`config.mk`:
```
export PLATFORM = sky130hd
export DESIGN_NAME = hit_response_controller
export DESIGN_NICKNAME = d
export VERILOG_FILES = /design/src/rtl/hit_response_controller.sv
export SDC_FILE = /design/constraint.sdc
export NUM_CORES = 1
export LEC_CHECK = 0
export BUFFER_PORTS_ARGS = -buffer_cell sky130_fd_sc_hd__buf_2
export CAP_MARGIN = 20
export CORE_MARGIN = 10
export CORE_UTILIZATION = 40
export DETAILED_ROUTE_END_ITERATION = 10
export GPL_TIMING_DRIVEN = 0
export PLACE_DENSITY = 0.61
export SYNTH_ARGS = -nofsm -noshare
export SYNTH_HDL_FRONTEND = slang
export SYNTH_SLANG_ARGS = --single-unit
```
`constraint.sdc`:
```
create_clock -name clk -period 8.7 [get_ports clk]
set_input_delay 0.87 -clock clk [delete_from_list [all_inputs] [get_ports clk]]
set_output_delay 0.87 -clock clk [all_outputs]
set_load 0.03 [all_outputs]
```
`src/rtl/hit_response_controller.sv`:
```
// Hit response controller: folds per-pixel hit codes into once-per-frame score/lives updates.
// Optional feature macro EXTRA_LIFE_EN: a life is awarded when the score thousands digit changes.
module hit_response_controller #(
  parameter int INIT_LIVES   = 3,
  parameter int MAX_LIVES    = 7,
  parameter int INVUL_FRAMES = 60,
  parameter int COIN_POINTS  = 10,
  parameter int RING_POINTS  = 100
) (
  input  logic        clk,
  input  logic        reset,
  input  logic [2:0]  hit_type,
  input  logic        startOfFrame,
  input  logic        start_game,
  output logic [2:0]  lives,
  output logic [15:0] score,
  output logic [1:0]  game_state,
  output logic        invulnerable,
  output logic        hit_flash
);

  typedef enum logic [1:0] {
    S_IDLE = 2'd0,
    S_PLAY = 2'd1,
    S_HURT = 2'd2,
    S_OVER = 2'd3
  } state_e;

  localparam int CNT_W =
    (INVUL_FRAMES < 2) ? 1 : $clog2(INVUL_FRAMES + 1);

  localparam logic [2:0] INIT_L = 3'(INIT_LIVES);
  localparam logic [2:0] MAX_L  = 3'(MAX_LIVES);
  localparam logic [CNT_W-1:0] INVUL_C = CNT_W'(INVUL_FRAMES);

  function automatic logic [15:0] to_bcd(input int v);
    logic [15:0] r;
    int t;
    r = '0;
    t = v;
    for (int i = 0; i < 4; i++) begin
      r[i*4 +: 4] = 4'(t % 10);
      t = t / 10;
    end
    return r;
  endfunction

  localparam logic [15:0] COIN_BCD = to_bcd(COIN_POINTS);
  localparam logic [15:0] RING_BCD = to_bcd(RING_POINTS);

  // Digit-serial BCD add; a carry out of the top digit pins at 9999.
  function automatic logic [15:0] bcd_add_sat(
    input logic [15:0] a,
    input logic [15:0] b
  );
    logic [15:0] r;
    logic [4:0]  s;
    logic        c;
    r = '0;
    c = 1'b0;
    for (int i = 0; i < 4; i++) begin
      s = 5'(a[i*4 +: 4]) + 5'(b[i*4 +: 4]) + 5'(c);
      if (s > 5'd9) begin
        s = s - 5'd10;
        c = 1'b1;
      end else begin
        c = 1'b0;
      end
      r[i*4 +: 4] = s[3:0];
    end
    if (c) r = 16'h9999;
    return r;
  endfunction

  function automatic logic [2:0] inc_sat(input logic [2:0] l);
    return (l >= MAX_L) ? MAX_L : l + 3'd1;
  endfunction

  state_e             state_q, state_d;
  logic [2:0]         lives_q, lives_d;
  logic [15:0]        score_q, score_d;
  logic [CNT_W-1:0]   cnt_q, cnt_d;
  logic               life_f_q, life_f_d;
  logic               coin_f_q, coin_f_d;
  logic               good_f_q, good_f_d;
  logic               bad_f_q, bad_f_d;
  logic               prev_good_q, prev_good_d;
  logic               sof_q, sof_d;
  logic               flash_q, flash_d;

  logic hit_life, hit_coin, hit_good, hit_bad;

  always_comb begin
    hit_life = 1'b0;
    hit_coin = 1'b0;
    hit_good = 1'b0;
    hit_bad  = 1'b0;
    unique case (hit_type)
      3'd1:    hit_life = 1'b1;
      3'd2:    hit_coin = 1'b1;
      3'd3:    hit_good = 1'b1;
      3'd4:    hit_bad  = 1'b1;
      default: ;
    endcase
  end

  logic        sof_edge;
  logic [15:0] sc;
  logic [2:0]  lv;

  assign sof_edge = startOfFrame & ~sof_q;

  always_comb begin
    state_d     = state_q;
    lives_d     = lives_q;
    score_d     = score_q;
    cnt_d       = cnt_q;
    life_f_d    = life_f_q;
    coin_f_d    = coin_f_q;
    good_f_d    = good_f_q;
    bad_f_d     = bad_f_q;
    prev_good_d = prev_good_q;
    sof_d       = startOfFrame;
    flash_d     = 1'b0;
    sc          = score_q;
    lv          = lives_q;

    unique case (state_q)
      S_IDLE, S_OVER: begin
        if (start_game) begin
          state_d     = S_PLAY;
          lives_d     = INIT_L;
          score_d     = '0;
          cnt_d       = '0;
          life_f_d    = 1'b0;
          coin_f_d    = 1'b0;
          good_f_d    = 1'b0;
          bad_f_d     = 1'b0;
          prev_good_d = 1'b0;
        end
      end
      S_PLAY, S_HURT: begin
        if (sof_edge) begin
          if (coin_f_q) sc = bcd_add_sat(sc, COIN_BCD);
          if (good_f_q && !prev_good_q) sc = bcd_add_sat(sc, RING_BCD);
          if (life_f_q) lv = inc_sat(lv);
`ifdef EXTRA_LIFE_EN
          if (sc[15:12] != score_q[15:12]) lv = inc_sat(lv);
`else
`endif
          // Life is credited before a bad hit is charged.
          if (state_q == S_PLAY) begin
            if (bad_f_q) begin
              flash_d = 1'b1;
              if (lv <= 3'd1) begin
                lv      = '0;
                state_d = S_OVER;
              end else begin
                lv      = lv - 3'd1;
                state_d = S_HURT;
                cnt_d   = INVUL_C;
              end
            end
          end else begin
            if (cnt_q <= CNT_W'(1)) begin
              cnt_d   = '0;
              state_d = S_PLAY;
            end else begin
              cnt_d = cnt_q - CNT_W'(1);
            end
          end
          score_d     = sc;
          lives_d     = lv;
          prev_good_d = good_f_q;
          // A hit on the frame-start clock opens the next frame.
          life_f_d    = hit_life;
          coin_f_d    = hit_coin;
          good_f_d    = hit_good;
          bad_f_d     = hit_bad;
        end else begin
          life_f_d = life_f_q | hit_life;
          coin_f_d = coin_f_q | hit_coin;
          good_f_d = good_f_q | hit_good;
          bad_f_d  = bad_f_q  | hit_bad;
        end
      end
    endcase
  end

  always_ff @(posedge clk or posedge reset) begin
    if (reset) begin
      state_q     <= S_IDLE;
      lives_q     <= INIT_L;
      score_q     <= '0;
      cnt_q       <= '0;
      life_f_q    <= 1'b0;
      coin_f_q    <= 1'b0;
      good_f_q    <= 1'b0;
      bad_f_q     <= 1'b0;
      prev_good_q <= 1'b0;
      sof_q       <= 1'b0;
      flash_q     <= 1'b0;
    end else begin
      state_q     <= state_d;
      lives_q     <= lives_d;
      score_q     <= score_d;
      cnt_q       <= cnt_d;
      life_f_q    <= life_f_d;
      coin_f_q    <= coin_f_d;
      good_f_q    <= good_f_d;
      bad_f_q     <= bad_f_d;
      prev_good_q <= prev_good_d;
      sof_q       <= sof_d;
      flash_q     <= flash_d;
    end
  end

  assign lives        = lives_q;
  assign score        = score_q;
  assign game_state   = state_q;
  assign invulnerable = (state_q == S_HURT);
  assign hit_flash    = flash_q;

endmodule

```
==> flow_summary.ini <==
[yosys]
netlist_top_cells_count = 39 x nand2_1, 32 x dfrtp_1, 31 x nor2_1, 30 x a21oi_1, 27 x ha_1
yosysTopAreaCell = dfrtp_1
ys_seq_area_share_pct = 26.1
syn_nets = 441
synth_seq_cells = 34
yosys_most_used_dff = dfrtp_1
synth_warnings = 0
syn_inst = 407
synthTopCellsByArea = dfrtp_1 25%, ha_1 10%, a21oi_1 4.6%
syn_avg_cell_area_um2 = 8.03
synth_area_um2 = 3270
synth-async-reset-ratio_pct = 100
synth_edf_count = 0
yosys.area.top_type_share_pct = 24.5
yosysMostFrequentCell = nand2_1
yosysUniqueCellTypes = 69

[setup_path]
r2r_slack_ns = 0.56
arrival_ns = 8.31
r2r-end = score[4]
required_ns = 8.87
cp_slowest_cell = dfrtp_2
cp_top_family = adder cells
crit_top_cell = ha_2
critPathMaxFanout = 10
critPathKind = register to register
worst_r2r_path_depth = 44
critPathMaxStageDelay_ns = 0.45
worstReg2RegStart = score[1]
worst-path-buf-inv = 6
cp-end-kind = register
critPathLaunchType = register

[cts]
cts_buffers = 5
insertion_delay_ns = 0.30
cts_hold_buf = 0
cts_root_buffer = clkbuf_8
max-clock-path-buffers = 2
cts_tree = yes
cts.sinks = 34
cts_max_level = 2
clk_pin_slew_ns = 0.08

[routing]
drt_pass1_iterations = 5
drtAntennaViolNets = 0
wl_per_cell_um = 16.5
vias = 3230
wl_mm = 9.12
drtIter0Drc = 189
vias_per_cell = 5.86
drcViolationCount = 0

[die]
chipWidth_um = 110
ios = 30
rows = 32
initial_core_util_pct = 41.6
core_area_um2 = 7850
dieArea_um2 = 12200
die_y_um = 110

[cells_and_area]
area_growth_pct = 16.5
fin_util_pct = 48.5
final_net_count = 482
drive_gt1_share_pct = 20.5
nFillCells = 816
diodes = 0

[worst_hold_path]
worstHoldPathCells = 2
whs_endpoint = lives[1]
hold_path_class = register to register
min_from = lives[1]

[run_status]
status = finished clean

[power]
leakage_uw = 0.00164
power.density_nw_per_um2 = 329
vdd_ir_drop_max_mv = 0.171

[timing]
tightest_slew_ns = 0.858
setup_viol = 0
finalCritPeriodShare_pct = 93.6
setup_slack_ns = 0.557
timing.max_slew.rel_slack_pct = 42.7
max_freq_ghz = 0.123
period_needed_ns = 8.14
final_max_slew_viol_count = 0
hold_viol = 0
fin_setup_tns_ns = 0
fin_skew_ns = 0.0102

[global_route]
grt_pass1_wl_mm = 15.1
grt_max_degree = 35
grt-ovfl-total = 0
grt_pass1_vias = 3011
antenna_found_initial = 0
grt_usage_pct = 15.1

[placed_design]
dpl.hpwl_mm = 6.52
gp_congestion = 0.894
port_buffers = 29
dp_slack_ns = -0.591

[job]
maxCapViolCount = 0
## worst min-delay path, stage by stage, from the launching register on
cell and delay [ns]:
dfstp_2 0.39, inv_1 0.07, a21oi_1 0.06
## sequential cells by signal, summed over array words and instances, names as in the netlist, 2 cells and up
name and flops:
lives 3, cnt_q 6, score 16, game_state 2
## metrics by stage
step | instances | hold WS [ns] | cell area (µm²) | total power [µW]
global placement | 538 | 0.502 | 3540 | 1070
CTS | 545 | 0.527 | 3680 | 1230
finish | 551 | 0.525 | 3810 | 1250
detailed placement | 538 | 0.504 | 3540 | 1080
floorplan | 407 | 0.477 | 3270 | 890
global route | 551 | 0.544 | 3810 | 1370
## placed cells by master (no fill, tap or decap), types with 4 or more instances in the layout
cell type   n
clkbuf_8    6
o22a_1      4
o22ai_1     5
o221ai_1    5
buf_2      36
a31oi_1     6
nand2b_1    8
clkbuf_1   15
nor2b_1     8
inv_1      25
ha_1       17
nor2_1     30
nor3_1      9
nand3_1    19
o21ai_0    14
or3_1       4
o21a_1      5
dfrtp_1    30
a211oi_1    6
ha_2        7
mux2i_1     4
xnor2_1     9
nand2_1    37
a21oi_1    29
o31ai_1     4
a32o_1      6
buf_4       8
## metal layers
layer  track usage, %  vias up  wire (µm)  share of wire, %
li1                 -     1582          -                 -
met2             25.8       78       4520                50
met5                0        -          0                 0
met3             2.67        9        377               4.1
met4             3.58        0         70              0.77
met1             19.4     1561       4150                45
## kinds of logic after synthesis
| family | count (synthesis) | share of synthesized area [%] |
|---|---|---|
| simple gates | 146 | 22.6 |
| xor+xnor | 13 | 3.48 |
| compound gates | 130 | 29.2 |
| mux | 6 | 2.11 |
| fa+ha+maj | 27 | 10.3 |
| flops | 34 | 26.1 |
| buf+inv | 51 | 6.16 |
## power by group
part	switching (µW)	internal, µW	leakage, µW
clock	65.4	64.0	0.0000482
combinational	528	315	0.00116
sequential	64.8	214	0.000432
## layout make-up
type	instances	area, µm²	area share [%]
flip-flops and latches	34	856	22.5
well taps	102	128	3.35
repair buffers	37	205	5.39
clock inverters	1	5.00	0.131
plain buffers	22	95.1	2.50
clock buffers	7	86.3	2.27
multi-input cells	322	2330	61.3
inverters	26	97.6	2.56
## how the worst max path moves through the flow
stage | startpoint | end | slack [ns] | cells past startpoint
detailed placement | score[1] | score[11] | -0.59 | 46
global route | score[1] | score[4] | -0.05 | 44
global placement | score[1] | score[5] | -0.47 | 46
CTS | score[1] | score[2] | 0.01 | 44
floorplan | score[1] | score[1] | 0.53 | 45
finish | score[1] | score[4] | 0.56 | 44
## repair_timing
action | CTS | global route
setup buffers | 0 | 8
gates resized for setup | 16 | 17
pin swaps | 3 | 5
endpoints found under the hold margin | 0 | 0
endpoints found under the setup margin | 16 | 16
Note: power is estimated with default switching activity, not from simulation.
